File: src/rtl/reg_dest_pipe.sv
// Write-destination selector feeding a DEPTH-stage tracking pipe.
// Each stage reports source matches, which drive hazard and forwarding outputs.
module reg_dest_stage #(
  parameter int ADDR_W = 5
) (
  input  logic              clk,
  input  logic              reset,
  input  logic              hold,
  input  logic              clr,
  input  logic [ADDR_W-1:0] d_dest,
  input  logic              d_vld,
  input  logic [ADDR_W-1:0] src_a,
  input  logic [ADDR_W-1:0] src_b,
  output logic [ADDR_W-1:0] q_dest,
  output logic              q_vld,
  output logic              hit_a,
  output logic              hit_b
);
  logic [ADDR_W-1:0] dest_q;
  logic              vld_q;

  // A flush clears only the valid bit. The destination keeps its old value.
  always_ff @(posedge clk or negedge reset) begin
    if (!reset) begin
      dest_q <= '0;
      vld_q  <= 1'b0;
    end else if (clr) begin
      vld_q  <= 1'b0;
    end else if (!hold) begin
      dest_q <= d_dest;
      vld_q  <= d_vld;
    end
  end

  assign q_dest = dest_q;
  assign q_vld  = vld_q;
  assign hit_a  = vld_q && (dest_q == src_a) && (src_a != '0);
  assign hit_b  = vld_q && (dest_q == src_b) && (src_b != '0);
endmodule

module reg_dest_pipe #(
  parameter int ADDR_W = 5,
  parameter int DEPTH  = 3,
  parameter int SEL_W  = 3,
  parameter int RA_IDX = 31,
  parameter int SP_IDX = 29
) (
  input  logic                    clk,
  input  logic                    reset,
  input  logic                    stall,
  input  logic                    flush,
  input  logic                    in_valid,
  input  logic                    RegWrite,
  input  logic [SEL_W-1:0]        RegDest,
  input  logic [ADDR_W-1:0]       RT,
  input  logic [ADDR_W-1:0]       RD,
  input  logic [ADDR_W-1:0]       RS,
  input  logic [ADDR_W-1:0]       src_a,
  input  logic [ADDR_W-1:0]       src_b,
  output logic [ADDR_W-1:0]       sel_dest,
  output logic [DEPTH*ADDR_W-1:0] stage_dest,
  output logic [DEPTH-1:0]        stage_valid,
  output logic [ADDR_W-1:0]       wb_dest,
  output logic                    wb_valid,
  output logic                    hazard_a,
  output logic                    hazard_b,
  output logic [2:0]              fwd_a,
  output logic [2:0]              fwd_b,
  output logic                    err_sel
);
  logic                         legal;
  logic                         cand_valid;
  logic [DEPTH:0][ADDR_W-1:0]   dest_chain;
  logic [DEPTH:0]               vld_pipe;
  logic [DEPTH-1:0]             hit_a, hit_b;
  logic                         err_sel_q, err_sel_d;

  always_comb begin
    sel_dest = '0;
    legal    = 1'b1;
    case (RegDest)
      SEL_W'(0): sel_dest = RT;
      SEL_W'(1): sel_dest = RD;
      SEL_W'(2): sel_dest = ADDR_W'(RA_IDX);
      SEL_W'(3): sel_dest = ADDR_W'(SP_IDX);
      SEL_W'(4): sel_dest = RS;
      default:   legal    = 1'b0;
    endcase
  end

  // Writes to register 0 are never tracked.
  assign cand_valid    = in_valid && RegWrite && legal && (sel_dest != '0);
  assign dest_chain[0] = sel_dest;
  assign vld_pipe[0]   = cand_valid;

  for (genvar i = 0; i < DEPTH; i++) begin : g_stage
    reg_dest_stage #(.ADDR_W(ADDR_W)) u_stage (
      .clk    (clk),
      .reset  (reset),
      .hold   (stall),
      .clr    (flush),
      .d_dest (dest_chain[i]),
      .d_vld  (vld_pipe[i]),
      .src_a  (src_a),
      .src_b  (src_b),
      .q_dest (dest_chain[i+1]),
      .q_vld  (vld_pipe[i+1]),
      .hit_a  (hit_a[i]),
      .hit_b  (hit_b[i])
    );
  end

  assign stage_dest  = dest_chain[DEPTH:1];
  assign stage_valid = vld_pipe[DEPTH:1];
  assign wb_dest     = dest_chain[DEPTH];
  assign wb_valid    = vld_pipe[DEPTH];
  assign hazard_a    = |hit_a;
  assign hazard_b    = |hit_b;

  // Scan from oldest to youngest so that the youngest match is written last.
  always_comb begin
    fwd_a = '0;
    fwd_b = '0;
    for (int i = DEPTH - 1; i >= 0; i--) begin
      if (hit_a[i]) fwd_a = 3'(i + 1);
      if (hit_b[i]) fwd_b = 3'(i + 1);
    end
  end

  assign err_sel_d = err_sel_q || (in_valid && !stall && !flush && !legal);

  always_ff @(posedge clk or negedge reset) begin
    if (!reset) err_sel_q <= 1'b0;
    else        err_sel_q <= err_sel_d;
  end

  assign err_sel = err_sel_q;
endmodule

File: config.mk
export PLATFORM = sky130hd
export DESIGN_NAME = reg_dest_pipe
export DESIGN_NICKNAME = d
export VERILOG_FILES = /design/src/rtl/reg_dest_pipe.sv
export SDC_FILE = /design/constraint.sdc
export NUM_CORES = 1
export LEC_CHECK = 0
export ABC_AREA = 1
export CORE_MARGIN = 1
export CORE_UTILIZATION = 44
export CTS_CLUSTER_SIZE = 16
export DETAILED_ROUTE_END_ITERATION = 16
export PLACE_DENSITY = 0.91
export SLEW_MARGIN = 40
export SYNTH_ARGS = -nofsm -noshare
export SYNTH_HDL_FRONTEND = slang
export SYNTH_SLANG_ARGS = --single-unit
File: constraint.sdc
create_clock -name clk -period 3 [get_ports clk]
set_clock_uncertainty 0.05 [all_clocks]
set_input_delay 0.9 -clock clk [delete_from_list [all_inputs] [get_ports clk]]
set_output_delay 0.9 -clock clk [all_outputs]
set_load 0.005 [all_outputs]
==> results of run 1 <==
[synth_stat cells (2+ instances only)]
library cell and instances:
nand3_1 20, inv_2 2, o211a_1 2, buf_2 2
xor2_1 7, a21oi_1 3, buf_4 10, inv_1 27
nand3b_1 2, nor2_1 21, nand4_1 6, dfrtp_1 19
o22ai_1 5, nor2_2 6, nand2_1 54, xnor2_1 7
clkbuf_1 2, o21ai_0 22
[sequential cells by signal, indices dropped and copies added (netlist names)]
name	flops
g_stage.u_stage.q_dest	15
err_sel	1
g_stage.u_stage.q_vld	3
[final cells by class]
cell class / instances / area [um2]
Multi-Input combinational cell: 163 / 876
Fill cell: 262 / 832
Timing Repair Buffer: 88 / 777
Sequential cell: 19 / 475
Inverter: 29 / 111
Tap cell: 44 / 55.1
Clock buffer: 4 / 26.3
[cells by family after synthesis]
family          share of synthesized area [%]
buf+inv                                  14.1
xor+xnor                                 8.11
flops                                    31.5
other cells                             0.248
simple gates                             32.6
compound gates                           13.5
[repair_timing]
action / 4_1_cts / 5_1_grt
gates cloned: 1 / 0
setup buffers: 4 / 1
pin swaps: 16 / 11
setup endpoints to repair: 11 / 6
resized for setup: 69 / 17
[metrics by stage]
stage	utilization, %	TNS (ps)
2_1_floorplan	-	0
3_3_place_gp	71.7	-5320
3_5_place_dp	71.7	-5560
4_1_cts	73.5	0
5_1_grt	73.6	-90.5
6_report	73.6	0
[per-layer routing]
layer  up-vias  share of wire, %  global-route usage (%)
li1        868                 -                       -
met1       816                37                    31.5
met2       100                54                    52.0
met3         9               7.2                    3.41
met4         0               1.6                    14.9
met5         -                 0                       0
[report_power, final]
part	leakage (nW)	switching, mW	internal, mW	total, mW
Clock	0.0150	0.0780	0.0519	0.130
Sequential	0.245	0.0575	0.291	0.348
Combinational	0.855	0.157	0.200	0.358
Total	1.11	0.293	0.543	0.836
[path summary, 6_finish.rpt]
path / endpoint
worst max-delay path: fwd_b[1]
min in group asynchronous: g_stage[1].u_stage.q_dest[0]$_DFFE_PN0P_
worst min register to register: err_sel$_DFF_PN0_
max in group asynchronous: err_sel$_DFF_PN0_
worst min-delay path: err_sel$_DFF_PN0_
worst max register to register: g_stage[2].u_stage.q_dest[2]$_DFFE_PN0P_
==> impl_metrics.json, run 1 <==
{
  "status": "complete, no violations",
  "num_antenna_cells": 0,
  "synth_area_mm2": 0.00151,
  "synthCells": 224,
  "dieArea_mm2": 0.00367,
  "start_util_pct": 47.9,
  "fmax_ghz": 0.340,
  "cp-end-kind": "output pin",
  "required_ps": 2050,
  "critical-path-top-delay-family": "simple AND/OR/NAND/NOR gates",
  "fin_cells": 347,
  "min_path_cells": 1,
  "grtUsageTotal_pct": 28.2,
  "cts_tree": "done",
  "syn-mean-instance-area_um2": 6.75,
  "synth_top_cell_by_area": "dfrtp_1",
  "critPathLaunch": "src_b[3]",
  "min_path_type": "flip-flop to flip-flop",
  "htreeDepth": 1,
  "crit_buf_inv": 3,
  "vias_per_cell": 5.17,
  "ff2ff_path_depth": 2,
  "core-area_mm2": 0.00315,
  "cp.arrival_ps": 1990,
  "p_leak_nw": 1.11,
  "postCtsHoldBufs": 0,
  "dp_cells": 337,
  "layout-drive-gt1-share_pct": 21.8,
  "synth_edf_count": 0,
  "power.density_mw_per_mm2": 360,
  "worstPathCellList": "buf_2 -> xor2_1 -> nor2_1 -> nand3_2 -> nor2_2 -> nor2_2 -> buf_4 -> nor2_1 -> buf_2",
  "maxCapViolCount": 0,
  "port_buffers": 69,
  "fin_ws_ps": 55.8,
  "irDropWorstVdd_uv": 188,
  "io_pins": 72,
  "wl_per_cell_um": 13.7,
  "place.gp.congestion": 0.913,
  "netlist.area_leader.share_pct": 31.5,
  "cp_slowest_cell": "nor2_2",
  "dp_slack_ps": -624,
  "maxSlewViolCount": 0,
  "dp_hpwl_um": 3620,
  "finalPower_mw": 0.836,
  "synth.area.top_cells": "dfrtp_1 (31%), nand2_1 (13%), o21ai_0 (7.3%)",
  "path_class": "input port to output pin",
  "wirelength_um": 4740,
  "grt_max_degree": 23,
  "fp-row-count": 20,
  "period_minus_slack_ps": 2940,
  "drt_iter0_drc": 142,
  "regToRegStartpoint": "g_stage[2].u_stage.q_dest[2]$_DFFE_PN0P_",
  "vias": 1793,
  "first_pass_iters": 5,
  "clk_pin_slew_ps": 100,
  "clk_latency_ps": 300,
  "finalNetCount": 338,
  "drc_errors": 0,
  "cp-start-kind": "input port",
  "layout_commonest_cell": "nand2_1",
  "synth-seq-cells": 19,
  "synthFlopType": "dfrtp_1",
  "stdcell_area_mm2": 0.00232,
  "layout_common_cells": "nand2_1 (54), clkdlybuf4s50_1 (45), inv_1 (22)",
  "r2r_setup_slack_ps": 2140,
  "ys_warn_count": 0,
  "die_h_um": 60.6,
  "grt_pass1_vias": 1722,
  "cp.depth": 9,
  "cts.path.max_buffers": 2,
  "antenna_found_initial": 0,
  "cts_buffers": 3,
  "ant_nets": 0,
  "ys_seq_area_share_pct": 31.5,
  "async_reset_ff_share_pct": 100,
  "ys_types": 25,
  "timing.final.crit_share_pct": 98.1,
  "numClockSinks": 19,
  "grt_pass1_wl_um": 7580,
  "hold_viol": 0,
  "area_growth_pct": 53.6,
  "placed_area_mm2": 0.00226,
  "cp_max_fo": 4,
  "whs_ps": 436,
  "setup_viol": 0,
  "cts_root_buf": "clkbuf_4",
  "slowest_delay_ps": 170,
  "grt_overflow": 0,
  "min_from": "err_sel$_DFF_PN0_",
  "die_w_um": 60.6
}
Note: power is estimated with default switching activity, not from simulation.
==> run 2: changes to the inputs <==
- CORE_UTILIZATION: 44 -> 37
- PLACE_DENSITY: 0.91 -> 0.83
- clock period: 3 -> 2.7 ns (I/O delays scaled with it)
==> run 2 against run 1 <==
- count of clock-buffer cells in the layout stayed put
- final cell count grew 1.4%
- global-route usage fell by 6.0 points
- hold slack got worse by 3.1 ps
- cell area rose by 1.1%
==> impl_metrics.json, run 2 (synthesis gave the netlist of run 1 again) <==
{
  "status": "complete, no violations",
  "place.gp.congestion": 0.949,
  "layout_common_cells": "nand2_1 (52), clkdlybuf4s50_1 (45), buf_4 (22)",
  "vias_per_cell": 4.97,
  "dr_wl_met2_um": 2270,
  "p_leak_nw": 1.14,
  "cp-start-kind": "input port",
  "numClockSinks": 19,
  "cp.arrival_ps": 1800,
  "dp_cells": 340,
  "clk_latency_ps": 260,
  "grt_pass1_vias": 1662,
  "grt_overflow": 0,
  "irDropWorstVdd_uv": 207,
  "port_buffers": 69,
  "area_growth_pct": 55.2,
  "finalPower_mw": 0.986,
  "io_pins": 72,
  "grtUsageTotal_pct": 22.2,
  "fill_cells": 351,
  "cts.path.max_buffers": 2,
  "seqCellArea_um2": 475,
  "fin_cells": 352,
  "largest_reg_flops": 15,
  "path_class": "input port to output pin",
  "min_path_type": "flip-flop to flip-flop",
  "dp_hpwl_um": 3420,
  "grt_pass1_wl_um": 7310,
  "ant_nets": 0,
  "dieArea_mm2": 0.00434,
  "grt_max_degree": 20,
  "route.layer.met1.wl_um": 1770,
  "die_w_um": 65.9,
  "drt_iter0_drc": 96,
  "dp_slack_ps": -726,
  "cts_tree": "done",
  "required_ps": 1840,
  "wirelength_um": 4530,
  "maxCapViolCount": 0,
  "wl_per_cell_um": 12.9,
  "timing.final.crit_share_pct": 98.4,
  "post-route-util_pct": 61.8,
  "power.density_mw_per_mm2": 420,
  "maxSlewViolCount": 0,
  "cts_buffers": 3,
  "clk_pin_slew_ps": 70,
  "finalNetCount": 339,
  "layout-drive-gt1-share_pct": 23.0,
  "cts_root_buf": "clkbuf_8",
  "core-area_mm2": 0.00380,
  "htreeDepth": 1,
  "num_antenna_cells": 0,
  "multi_input_area_um2": 888,
  "period_minus_slack_ps": 2660,
  "setup_viol": 0,
  "fmax_ghz": 0.376,
  "antenna_found_initial": 0,
  "fp-row-count": 22,
  "cp_max_fo": 4,
  "die_h_um": 65.9,
  "first_pass_iters": 4,
  "maxUsedRoutingLayer": "met4",
  "start_util_pct": 39.8,
  "fin_ws_ps": 42.5,
  "hold_viol": 0,
  "vias": 1750,
  "wl_met3_um": 377,
  "cp-end-kind": "output pin",
  "layout_commonest_cell": "nand2_1",
  "drc_errors": 0
}
==> run 2: path summary, 6_finish.rpt <==
path	from	endpoint	slack [ps]	cells past startpoint
setup / recovery	src_a[0]	fwd_a[1]	40	9
hold / removal	err_sel$_DFF_PN0_	err_sel$_DFF_PN0_	430	1
setup reg to reg	g_stage[0].u_stage.q_vld$_DFFE_PN0P_	g_stage[1].u_stage.q_vld$_DFFE_PN0P_	1840	1
hold reg to reg	err_sel$_DFF_PN0_	err_sel$_DFF_PN0_	430	1
max in group asynchronous	reset	g_stage[1].u_stage.q_dest[3]$_DFFE_PN0P_	1570	2
min in group asynchronous	reset	g_stage[1].u_stage.q_dest[1]$_DFFE_PN0P_	830	2
==> run 2: layout make-up <==
| cell class | instances | area share (%) |
|---|---|---|
| well taps | 48 | 2.56 |
| multi-input cells | 163 | 37.9 |
| repair buffers | 89 | 32.6 |
| inverters | 29 | 4.75 |
| flip-flops and latches | 19 | 20.3 |
| clock buffers | 4 | 1.92 |
==> run 2: per-layer routing <==
metal / up-vias / track usage (%)
met5: - / 0
met4: 0 / 8.97
met3: 9 / 3.97
met2: 85 / 40.6
met1: 781 / 24.9
li1: 875 / -
==> run 2: metrics by stage <==
stage	hold slack, ps	TNS, ps	area, um2
final	433	0	2350
after global routing	463	-30.5	2350
after CTS	439	0	2280
after detailed placement	421	-6780	2260
after global placement	417	-6510	2260
after floorplan	418	0	1520
==> run 2: repair_timing <==
action                                 4_1_cts  5_1_grt
hold buffers                                 0        0
buffers inserted                             4        3
gates cloned                                 1        0
endpoints found under the hold margin        0        0
pin swaps                                   18       13
setup endpoints to repair                   11        8
gates resized for setup                     92       26
==> run 2: power by group <==
group / total [mW] / leakage, nW / internal (mW) / switching (mW)
logic: 0.399 / 0.870 / 0.227 / 0.172
clock network: 0.197 / 0.0228 / 0.105 / 0.0923
registers: 0.389 / 0.245 / 0.323 / 0.0656
==> run 2: critical path: stages <==
cell     delay (ps)
buf_4           130
inv_2            70
nand4_1         150
buf_4           170
buf_4           120
nand2_1          50
nor2_1           40
nor2_1          110
buf_2           130
==> run 3: changes to the inputs <==
- CELL_PAD_IN_SITES_DETAIL_PLACEMENT: unset -> 0
- CELL_PAD_IN_SITES_GLOBAL_PLACEMENT: unset -> 1
- CORE_UTILIZATION: 37 -> 25
==> run 3 against run 2 <==
- count of clock-buffer cells in the layout fell by 1
- die area rose by 46%
- critical path depth fell by 3
- critical endpoint is now sel_dest[2]
- largest power group unchanged
- largest cell class unchanged
- hold slack improved by 4.0 ps
- register-to-register slack barely moved
- cell area rose by 1.4%
- global-route usage fell by 6.3 points
- total power rose by 1.2%
- sequential power barely moved
- clock power rose by 6%
==> impl_metrics.json, run 3 (synthesis gave the netlist of run 1 again) <==
{
  "grt_max_degree": 20,
  "core-area_mm2": 0.00568,
  "drt_iter0_drc": 120,
  "numClockSinks": 19,
  "postCtsHoldBufs": 0,
  "io_pins": 72,
  "first_pass_iters": 4,
  "cp.arrival_ps": 1790,
  "maxCapViolCount": 0,
  "vias_per_cell": 4.63,
  "p_leak_nw": 1.14,
  "grt_pass1_wl_um": 7750,
  "min_from": "err_sel$_DFF_PN0_",
  "cts_tree": "done",
  "fin_cells": 380,
  "dp_hpwl_um": 3810,
  "antenna_found_initial": 0,
  "area_growth_pct": 57.5,
  "cp-start-kind": "input port",
  "cts_buffers": 3,
  "irDropWorstVdd_uv": 219,
  "cts.path.max_buffers": 2,
  "vias": 1758,
  "r2r-end": "g_stage[1].u_stage.q_dest[1]$_DFFE_PN0P_",
  "grt_overflow": 0,
  "power.density_mw_per_mm2": 419,
  "clk_latency_ps": 270,
  "min_path_cells": 1,
  "rsz0062_at_grt": "false",
  "status": "complete, no violations",
  "r2r_setup_slack_ps": 1830,
  "cp_max_fo": 2,
  "clk_pin_slew_ps": 70,
  "cts_root_buf": "clkbuf_8",
  "fmax_ghz": 0.378,
  "maxSlewViolCount": 0,
  "die_h_um": 79.8,
  "min_to": "err_sel$_DFF_PN0_",
  "wl_per_cell_um": 12.7,
  "num_antenna_cells": 0,
  "largest_reg_flops": 15,
  "regToRegStartpoint": "g_stage[1].u_stage.q_dest[1]$_DFFE_PN0P_",
  "drc_errors": 0,
  "grt_pass1_vias": 1654,
  "layout_common_cells": "nand2_1 (52), clkdlybuf4s50_1 (45), buf_4 (25)",
  "fill_cells": 601,
  "ant_nets": 0,
  "port_buffers": 69,
  "ff2ff_path_depth": 2,
  "finalNetCount": 343,
  "required_ps": 1840,
  "start_util_pct": 26.6,
  "period_minus_slack_ps": 2650,
  "cp-end-kind": "output pin",
  "path_class": "input port to output pin",
  "fp-row-count": 27,
  "hold_viol": 0,
  "place.gp.congestion": 0.917,
  "grtUsageTotal_pct": 15.9,
  "timing.final.crit_share_pct": 98.1,
  "dp_cells": 366,
  "layout-drive-gt1-share_pct": 23.7,
  "die_w_um": 79.8,
  "wirelength_um": 4830,
  "min_path_type": "flip-flop to flip-flop",
  "htreeDepth": 1,
  "dieArea_mm2": 0.00636,
  "setup_viol": 0,
  "layout_commonest_cell": "nand2_1",
  "finalPower_mw": 0.997
}
[run 3: cell count changes in the layout (fill, tap and decap cells not counted), sizes merged]
cell / delta
buf: +1
clkinv: +1
dlygate4sd2: -1
clkdlybuf4s15: +3
[run 3: final cells by class]
class,count,area (um2),share of cell area (%)
tap,72,90.1,3.79
sequential,19,475,20.0
multi-input combinational,163,870,36.5
clock buffer,3,41.3,1.74
clock inverter,1,5.00,0.210
inverter,29,109,4.57
timing repair buffer,93,790,33.2
[run 3: repair_timing]
| action | CTS | global route |
|---|---|---|
| buffers inserted | 3 | 7 |
| pin swaps | 16 | 19 |
| cloned | 1 | 0 |
| resized for setup | 81 | 20 |
| endpoints found under the setup margin | 11 | 10 |
[run 3: stage by stage]
step           area (um2)  util, %  hold WS, ps  TNS, ps  setup WS (ps)
2_1_floorplan        1520        -          418        0            426
3_3_place_gp         2300     40.6          417    -6950           -767
3_5_place_dp         2300     40.6          420    -6920           -760
4_1_cts              2340     41.2          441    -5.52          -5.52
5_1_grt              2380     41.9          476        0           2.74
6_report             2380     41.9          437        0           51.3
[run 3: worst max path at each step]
stage,start,end,depth (start not counted)
2_1_floorplan,src_a[4],fwd_a[0],6
3_3_place_gp,src_a[3],fwd_a[0],10
3_5_place_dp,src_a[3],fwd_a[0],10
4_1_cts,src_a[3],fwd_a[0],10
5_1_grt,RS[0],sel_dest[0],6
6_report,RD[2],sel_dest[2],6
[run 3: critical path: stages]
cell and delay (ps):
clkdlybuf4s50_1 400, nand3_1 80, nand2_1 60, nor2_2 120, inv_1 50, dlygate4sd2_1 260
[run 3: power breakdown]
part,leakage [nW],switching [mW],internal (mW)
clock network,0.0255,0.104,0.103
registers,0.245,0.0668,0.323
logic,0.872,0.170,0.230
[run 3: routing by layer]
metal  share of wire (%)  global-route usage, %  routed length (um)
met3                 7.0                   3.31                 336
met4                 2.4                   7.14                 115
met5                   0                      0                   0
met2                  47                   25.8                2260
met1                  44                   20.1                2110
